### src/rtl/divider.sv
// -----------------------------------------------------------------------------
// divider -- radix-2 restoring integer divider, signed or unsigned operands.
//
// One quotient bit is produced per CALC cycle on operand magnitudes; the
// signs are re-applied in FIX.
//
// Latency
//   If en=1 in an IDLE cycle T, then T is the load cycle.
//   - CALC runs for cycles T+1 .. T+DATA_BITS.
//   - FIX is cycle T+DATA_BITS+1.
//   - done is high in cycle T+DATA_BITS+2.
//   - The FSM is back in IDLE in cycle T+DATA_BITS+3.
//
// Optional feature (macro DIVIDER_DIV0_CHECK_EN)
//   When the macro is defined, a zero divisor at load goes straight to DONE
//   (done at T+1) with quotient = all ones, remainder = dividend, div0 = 1.
//   When the macro is undefined, a zero divisor runs the normal sequence and
//   div0 is tied to 0.
//
// Ports
//   clk        in   rising-edge clock
//   rst        in   asynchronous active-low reset
//   en         in   start request, sampled only in IDLE
//   sign       in   1 = signed two's-complement operands, 0 = unsigned
//   dividend   in   [DATA_BITS-1:0] dividend, sampled at load
//   divisor    in   [DATA_BITS-1:0] divisor, sampled at load
//   done       out  one-cycle completion pulse (state == DONE)
//   quotient   out  [DATA_BITS-1:0] registered quotient
//   remainder  out  [DATA_BITS-1:0] registered remainder
//   div0       out  divide-by-zero flag, meaningful while done is high
//   dbg_state  out  [1:0] FSM state (0 IDLE, 1 CALC, 2 FIX, 3 DONE)
//
// Handshake
//   en is a request that is consumed only when the FSM is in IDLE; en seen
//   in any other state is ignored, and there is no back-pressure. done is a
//   single-cycle strobe. quotient and remainder are valid while done is high
//   and hold their values until the next FIX writes them.
// -----------------------------------------------------------------------------
module divider #(
  parameter int DATA_BITS = 32
) (
  input  logic                 clk,
  input  logic                 rst,
  input  logic                 en,
  input  logic                 sign,
  input  logic [DATA_BITS-1:0] dividend,
  input  logic [DATA_BITS-1:0] divisor,
  output logic                 done,
  output logic [DATA_BITS-1:0] quotient,
  output logic [DATA_BITS-1:0] remainder,
  output logic                 div0,
  output logic [1:0]           dbg_state
);

  localparam int CW = $clog2(DATA_BITS);
  localparam logic [CW-1:0] LAST = CW'(DATA_BITS - 1);

  typedef enum logic [1:0] {
    IDLE = 2'd0,
    CALC = 2'd1,
    FIX  = 2'd2,
    DONE = 2'd3
  } state_t;

  state_t               state;
  logic [DATA_BITS-1:0] quo_sr;   // dividend magnitude shifting out, quotient bits shifting in
  logic [DATA_BITS-1:0] rem_r;    // partial remainder, always < dvs_r
  logic [DATA_BITS-1:0] dvs_r;    // divisor magnitude
  logic                 q_neg;    // quotient must be negated in FIX
  logic                 r_neg;    // remainder takes the dividend's sign
  logic [CW-1:0]        cnt;

  // Magnitudes at load. Negating -2^(DATA_BITS-1) yields the same bit
  // pattern, which read as unsigned is the correct magnitude, so the
  // unsigned datapath needs no extra bit.
  logic                 a_neg;
  logic                 b_neg;
  logic [DATA_BITS-1:0] mag_a;
  logic [DATA_BITS-1:0] mag_b;

  // One restoring step: shift the next dividend bit into the remainder and
  // try to subtract. A borrow (diff MSB set) means the subtraction failed,
  // so the shifted value is kept and the quotient bit is 0.
  logic [DATA_BITS:0]   shifted;
  logic [DATA_BITS:0]   diff;

  always_comb begin
    a_neg   = sign & dividend[DATA_BITS-1];
    b_neg   = sign & divisor[DATA_BITS-1];
    mag_a   = a_neg ? -dividend : dividend;
    mag_b   = b_neg ? -divisor  : divisor;
    shifted = {rem_r, quo_sr[DATA_BITS-1]};
    diff    = shifted - {1'b0, dvs_r};
  end

`ifdef DIVIDER_DIV0_CHECK_EN
  logic div0_r;
  assign div0 = div0_r;
`else
  assign div0 = 1'b0;
`endif

  assign done      = (state == DONE);
  assign dbg_state = state;

  always_ff @(posedge clk or negedge rst) begin
    if (!rst) begin
      state     <= IDLE;
      quo_sr    <= '0;
      rem_r     <= '0;
      dvs_r     <= '0;
      q_neg     <= 1'b0;
      r_neg     <= 1'b0;
      cnt       <= '0;
      quotient  <= '0;
      remainder <= '0;
`ifdef DIVIDER_DIV0_CHECK_EN
      div0_r    <= 1'b0;
`endif
    end else begin
      case (state)
        IDLE: begin
          if (en) begin
`ifdef DIVIDER_DIV0_CHECK_EN
            if (divisor == '0) begin
              // Short-cut: the result is known without iterating.
              quotient  <= '1;
              remainder <= dividend;
              div0_r    <= 1'b1;
              state     <= DONE;
            end else
`endif
            begin
              quo_sr <= mag_a;
              rem_r  <= '0;
              dvs_r  <= mag_b;
              q_neg  <= a_neg ^ b_neg;
              r_neg  <= a_neg;
              cnt    <= '0;
              state  <= CALC;
            end
          end
        end
        CALC: begin
          rem_r  <= diff[DATA_BITS] ? shifted[DATA_BITS-1:0] : diff[DATA_BITS-1:0];
          quo_sr <= {quo_sr[DATA_BITS-2:0], ~diff[DATA_BITS]};
          cnt    <= cnt + CW'(1);
          if (cnt == LAST) begin
            state <= FIX;
          end
        end
        FIX: begin
          // MIN / -1 gives magnitude 2^(DATA_BITS-1) with q_neg = 0, which
          // wraps to MIN as required.
          quotient  <= q_neg ? -quo_sr : quo_sr;
          remainder <= r_neg ? -rem_r  : rem_r;
`ifdef DIVIDER_DIV0_CHECK_EN
          div0_r    <= 1'b0;
`endif
          state     <= DONE;
        end
        DONE: begin
          state <= IDLE;
        end
        default: begin
          state <= IDLE;
        end
      endcase
    end
  end

endmodule

### config.mk
export PLATFORM = sky130hd
export DESIGN_NAME = divider
export DESIGN_NICKNAME = d
export VERILOG_FILES = /design/src/rtl/divider.sv
export SDC_FILE = /design/constraint.sdc
export NUM_CORES = 1
export LEC_CHECK = 0
export ABC_AREA = 1
export CAP_MARGIN = 30
export CORE_ASPECT_RATIO = 1.5
export CORE_MARGIN = 2
export CORE_UTILIZATION = 28
export CTS_BUF_LIST = sky130_fd_sc_hd__clkbuf_8
export CTS_CLUSTER_SIZE = 16
export DETAILED_ROUTE_END_ITERATION = 6
export SLEW_MARGIN = 40
export SYNTH_ARGS = -nofsm -noshare
export SYNTH_HDL_FRONTEND = slang
export SYNTH_SLANG_ARGS = --single-unit
export TNS_END_PERCENT = 1
### constraint.sdc
create_clock -name clk -period 3 [get_ports clk]
set_input_delay 0.3 -clock clk [delete_from_list [all_inputs] [get_ports clk]]
set_output_delay 0.3 -clock clk [all_outputs]
set_load 0.01 [all_outputs]
-- After elaboration in Yosys (flattened, before gate mapping)
Cells that the tools add are included.
- logic and storage cells: 44
- bits in registers: 169
- output and inout port bits: 68
- input bits: 68
- multiplexer cells: 14
- eq/ne operators: 6
- bitwise logic cells: 4
- $add $sub $neg: 6
- reductions and logical operators: 5
- operator list (cell ; count):
    2-to-1 mux 32 bit ; 7
    negation 32 bit ; 4
    one-hot mux 32 bit (2 select lines) ; 2
    subtractor 33 x 32 -> 33 bit ; 1
    one-hot mux 5 bit (2 select lines) ; 1
    one-hot mux 2 bit (4 select lines) ; 1
    AND reduction 2 bit ; 3
    adder 5 x 1 -> 5 bit, second input constant ; 1
    equality test 5 bit, second input constant ; 1
    2-to-1 mux 5 bit ; 1
    equality test 2 bit, second input constant ; 2
    2-to-1 mux 2 bit ; 2
    != test 2 bit, second input constant ; 2
    AND 1 bit ; 2
    equality test 2 x 1 -> 1 bit, second input constant ; 1
    logical NOT 2 bit ; 1
    nonzero test 2 bit ; 1
    NOT 1 bit ; 1
    bitwise XOR 1 bit ; 1

-- Depth between registers and ports, before layout
- depth after elaboration: 4
- depth in mapped cells: 18
- mapped depth without buffers: 17

-- Least setup slack after synthesis
No wires, ideal clock.
- path type: register to register
- start: reg quo_sr[31]
- end: reg rem_r[21]
- clock period less this slack: 2212 ps
- path buffers: 1
- path slack: 788 ps
- cell stages (with the launch flop): 19
- required time: 2883 ps
- arrival: 2095 ps
- setup time: 117 ps
- cell sequence: dfrtp_1 > inv_1 > ha_1 > fa_1 > inv_1 > nand2_1 > nand2_1 > nand3_2 > nand2_4 > nand2_4 > nand2_4 > nand2_4 > nand2_4 > nand2_8 > nand2_8 > buf_12 > nand2_4 > nand3_2 > nand2_1
- longest elaborated chain between the ends: 3
- ends and longest elaborated chain (element ; RTL line ; source):
    start: declaration ; 66 ; logic [DATA_BITS-1:0] quo_sr;
    start signal: assignment ; 134 ; quo_sr <= mag_a;
    start signal: assignment ; 146 ; quo_sr <= {quo_sr[DATA_BITS-2:0], ~diff[DATA_BITS]};
    subtractor 33 x 32 -> 33 bit ; 93 ; diff = shifted - {1'b0, dvs_r};
    2-to-1 mux 32 bit ; 145 ; rem_r <= diff[DATA_BITS] ? shifted[DATA_BITS-1:0] : diff[DATA_BITS-1:0];
    one-hot mux 32 bit (2 select lines) ; 121 ; case (state)
    end signal: assignment ; 145 ;
    end: declaration ; 67 ; logic [DATA_BITS-1:0] rem_r;
No other way between the ends.
A chain may end at the register's enable or synchronous reset.

-- Worst setup path after layout
- start: reg rem_r[13]
- end: reg rem_r[2]
- longest elaborated chain between the ends: 3
- ends and longest elaborated chain (element ; RTL line):
    subtractor 33 x 32 -> 33 bit ; 93
    2-to-1 mux 32 bit ; 145
    one-hot mux 32 bit (2 select lines) ; 121
No other way between the ends.

==> results_dict.tcl <==
set metrics [dict create \
    yosys.area.top_type "dfrtp_1" \
    synth.area.top_cells "dfrtp_1 32%, nand2_1 18%, inv_1 7.8%, nand3_1 6.9%, nor2_1 5.5%" \
    cts-htree-levels 4 \
    drc 0 \
    crit_path_cell_trace "ha_1 -> nand2_1 -> inv_2 -> nand2_1 -> nand2_1 -> a21oi_1 -> nand2_4 -> nand2_4 -> nand3_1 -> nand2_2 -> nand2_1 -> nand3_1 -> nand2_1" \
    synth_cells 2008 \
    cts_tree "done" \
    crit_slowest_cell "dfrtp_1" \
    vias_per_cell 4.88 \
    min_period_over_period_pct 87.5 \
    cts_buffers 17 \
    maxSlewViolCount 0 \
    grt_setup_unrepaired "false" \
    gp_congestion 0.951 \
    layout_setup_ws_ns 0.375 \
    multi_input_area_um2 7570 \
    worstSetupPathDepth 13 \
    io-pin-count 136 \
    layout_common_cells "636 x nand2_1, 273 x inv_1, 194 x nor2_1, 180 x nand3_1, 169 x dfrtp_1" \
    antenna_found_initial 1 \
    drive_above_1_share_pct 5.51 \
    dieArea_um2 48700 \
    mappedNetlistArea_um2 13100 \
    ir_drop_mv 0.369 \
    area_growth_pct 18.6 \
    relSlewSlack_pct 48.7 \
    setup_violations 0 \
    ys_types 49 \
    globalRouteMet2Util_pct 33.3 \
    period_minus_slack_ns 2.62 \
    crit_fanout 6 \
    root_buffer "clkbuf_8" \
    grt_pass1_vias 13100 \
    nets 2239 \
    critPathKind "flip-flop to flip-flop" \
    cts_setup_buffers 0 \
    clk_pin_slew_ns 0.10 \
    ant_nets 0 \
    hold_class "input pin to asynchronous set/reset pin" \
    wl_per_cell_um 16.4 \
    critPathBufInv 1 \
    gr-usage-met3_pct 2.03 \
    worstRegToRegCells 13 \
    ys_ff_latch 169 \
    core_um2 46500 \
    clock_skew_ns 0.0154 \
    die_y_um 269 \
    max_freq_ghz 0.381 \
    grtUsageMet1_pct 21.0 \
    cp_top_family "simple AND/OR/NAND/NOR gates" \
    ys.warnings.count 0 \
    vias 13300 \
    grt_util_all_layers_pct 18.5 \
    fill_cells 5078 \
    die_w_um 181 \
    finalWirelength_mm 45.0 \
    cpPeakStageDelay_ns 0.51 \
    required_ns 3.41 \
    p_leak_nw 7.93 \
    yosysTopAreaCellShare_pct 32.2 \
    ys_seq_area_share_pct 32.2 \
    cp.arrival_ns 3.03 \
    synth_nets 2119 \
    dp_worst_setup_slack_ns 0.371 \
    grt_pass1_wl_mm 71.3 \
    cts_buffer_depth 2 \
    dp_hpwl_mm 36.7 \
    cts.repair.resized 0 \
    clk_latency_ns 0.52 \
    drt_iter0_drc 830 \
    crit_top_cell "nand2_1" \
    gr-max-usage-layer "met2" \
    end_kind "flip-flop" \
    outcome "completed" \
    final_common_cell "nand2_1" \
    first_pass_iters 7 \
    start_kind "flip-flop" \
    worst_slew_pin_slew_ns 0.768 \
    cts.sinks 169 \
    hold_violations 0 \
    port-buffer-count 134 \
    avgSynthCellArea_um2 6.54 \
    overflow 0 \
    grt_max_degree 76 \
    start_util_pct 28.3 \
    cellPowerDensity_nw_per_um2 955 \
    rows 97 \
    tns_ns 0 \
    maxCapViolCount 0 \
    regArea_um2 4230 \
]
path summary, 6_finish.rpt:
kind                                     from             to  slack (ns)
worst max-delay path                rem_r[13]       rem_r[2]        0.38
worst min-delay path                      rst  remainder[28]        0.35
worst max register to register      rem_r[13]       rem_r[2]        0.38
worst min register to register  remainder[22]  remainder[22]        0.49
max in group asynchronous                 rst    quotient[1]        1.85
min in group clk                 dividend[31]     quo_sr[31]        0.42
per-stage QoR:
step | instances | power [mW] | util [%] | hold slack, ns | area (um^2)
4_1_cts | 2735 | 14.9 | 33.5 | 0.388 | 15600
3_5_place_dp | 2702 | 13.2 | 32.6 | 0.395 | 15200
6_report | 2736 | 14.9 | 33.5 | 0.354 | 15600
3_3_place_gp | 2702 | 13.2 | 32.6 | 0.389 | 15200
2_1_floorplan | 2008 | 9.83 | - | 0.00441 | 13100
5_1_grt | 2736 | 16.2 | 33.5 | 0.422 | 15600
layer usage:
metal	up-vias	share of wire (%)
met2	368	51
met3	107	3.5
met1	6223	40
met4	0	5.2
li1	6640	-
met5	-	0
logic make-up (layout without fill, tap and decap cells):
group	after synthesis	count (layout)	synth area share, %
AOI/OAI and AO/OA	241	241	10.6
buffers and inverters	347	480	10.2
and+or+nand+nor	1120	1120	37.0
xor gates and xnor gates	86	86	5.73
DFF	169	169	32.2
muxes	1	1	0.0762
adders and majority gates	43	43	4.15
other	1	2	0.0285
layout make-up:
| type | instances | share of cell area, % |
|---|---|---|
| flip-flops and latches | 169 | 27.1 |
| diodes | 1 | 0.0161 |
| well taps | 594 | 4.77 |
| multi-input cells | 1492 | 48.6 |
| clock buffers | 17 | 1.50 |
| clock inverters | 15 | 0.996 |
| repair buffers | 159 | 10.0 |
| inverters | 289 | 6.96 |
synth_stat cells, drive strengths merged:
| master | n |
|---|---|
| or2 | 5 |
| nor4b | 1 |
| a31oi | 18 |
| mux2i | 1 |
| nor3 | 23 |
| nand2 | 658 |
| a22oi | 1 |
| clkbuf | 43 |
| dfrtp | 169 |
| ha | 42 |
| inv | 285 |
| o221ai | 15 |
| a21o | 1 |
| conb | 1 |
| nand3 | 192 |
| xor2 | 67 |
| a21oi | 50 |
| clkinv | 4 |
| buf | 15 |
| nor4 | 2 |
| nor2 | 199 |
| nand3b | 8 |
| nand4 | 28 |
| xnor2 | 19 |
| and3 | 1 |
| o22ai | 11 |
| o21bai | 17 |
| o31ai | 1 |
| o21ai | 114 |
| o211ai | 12 |
| a22o | 1 |
| fa | 1 |
| and2 | 3 |
worst reg2reg max path, delay by kind of cell (launching register included):
family          cells  cell delay (ns)
compound gates      1             0.24
fa+ha+maj           1             0.41
buf+inv             1             0.05
flops               1             0.51
simple gates       10             1.32
registers in the layout (all words and copies together) (netlist names):
name       flops
rem_r         32
dvs_r         32
dbg_state      2
remainder     32
quotient      32
cnt            5
quo_sr        32
q_neg          1
r_neg          1
timing repair:
item | CTS | global route
endpoints found under the setup margin | 0 | 0
endpoints found under the hold margin | 71 | 0
hold buffers | 1 | 0
power breakdown:
group          leakage, nW  internal [mW]  switching [mW]
logic                 5.58           3.25            5.93
clock network        0.192          0.618            1.04
registers             2.16           3.20           0.835
(Power assumes the default switching activity.)
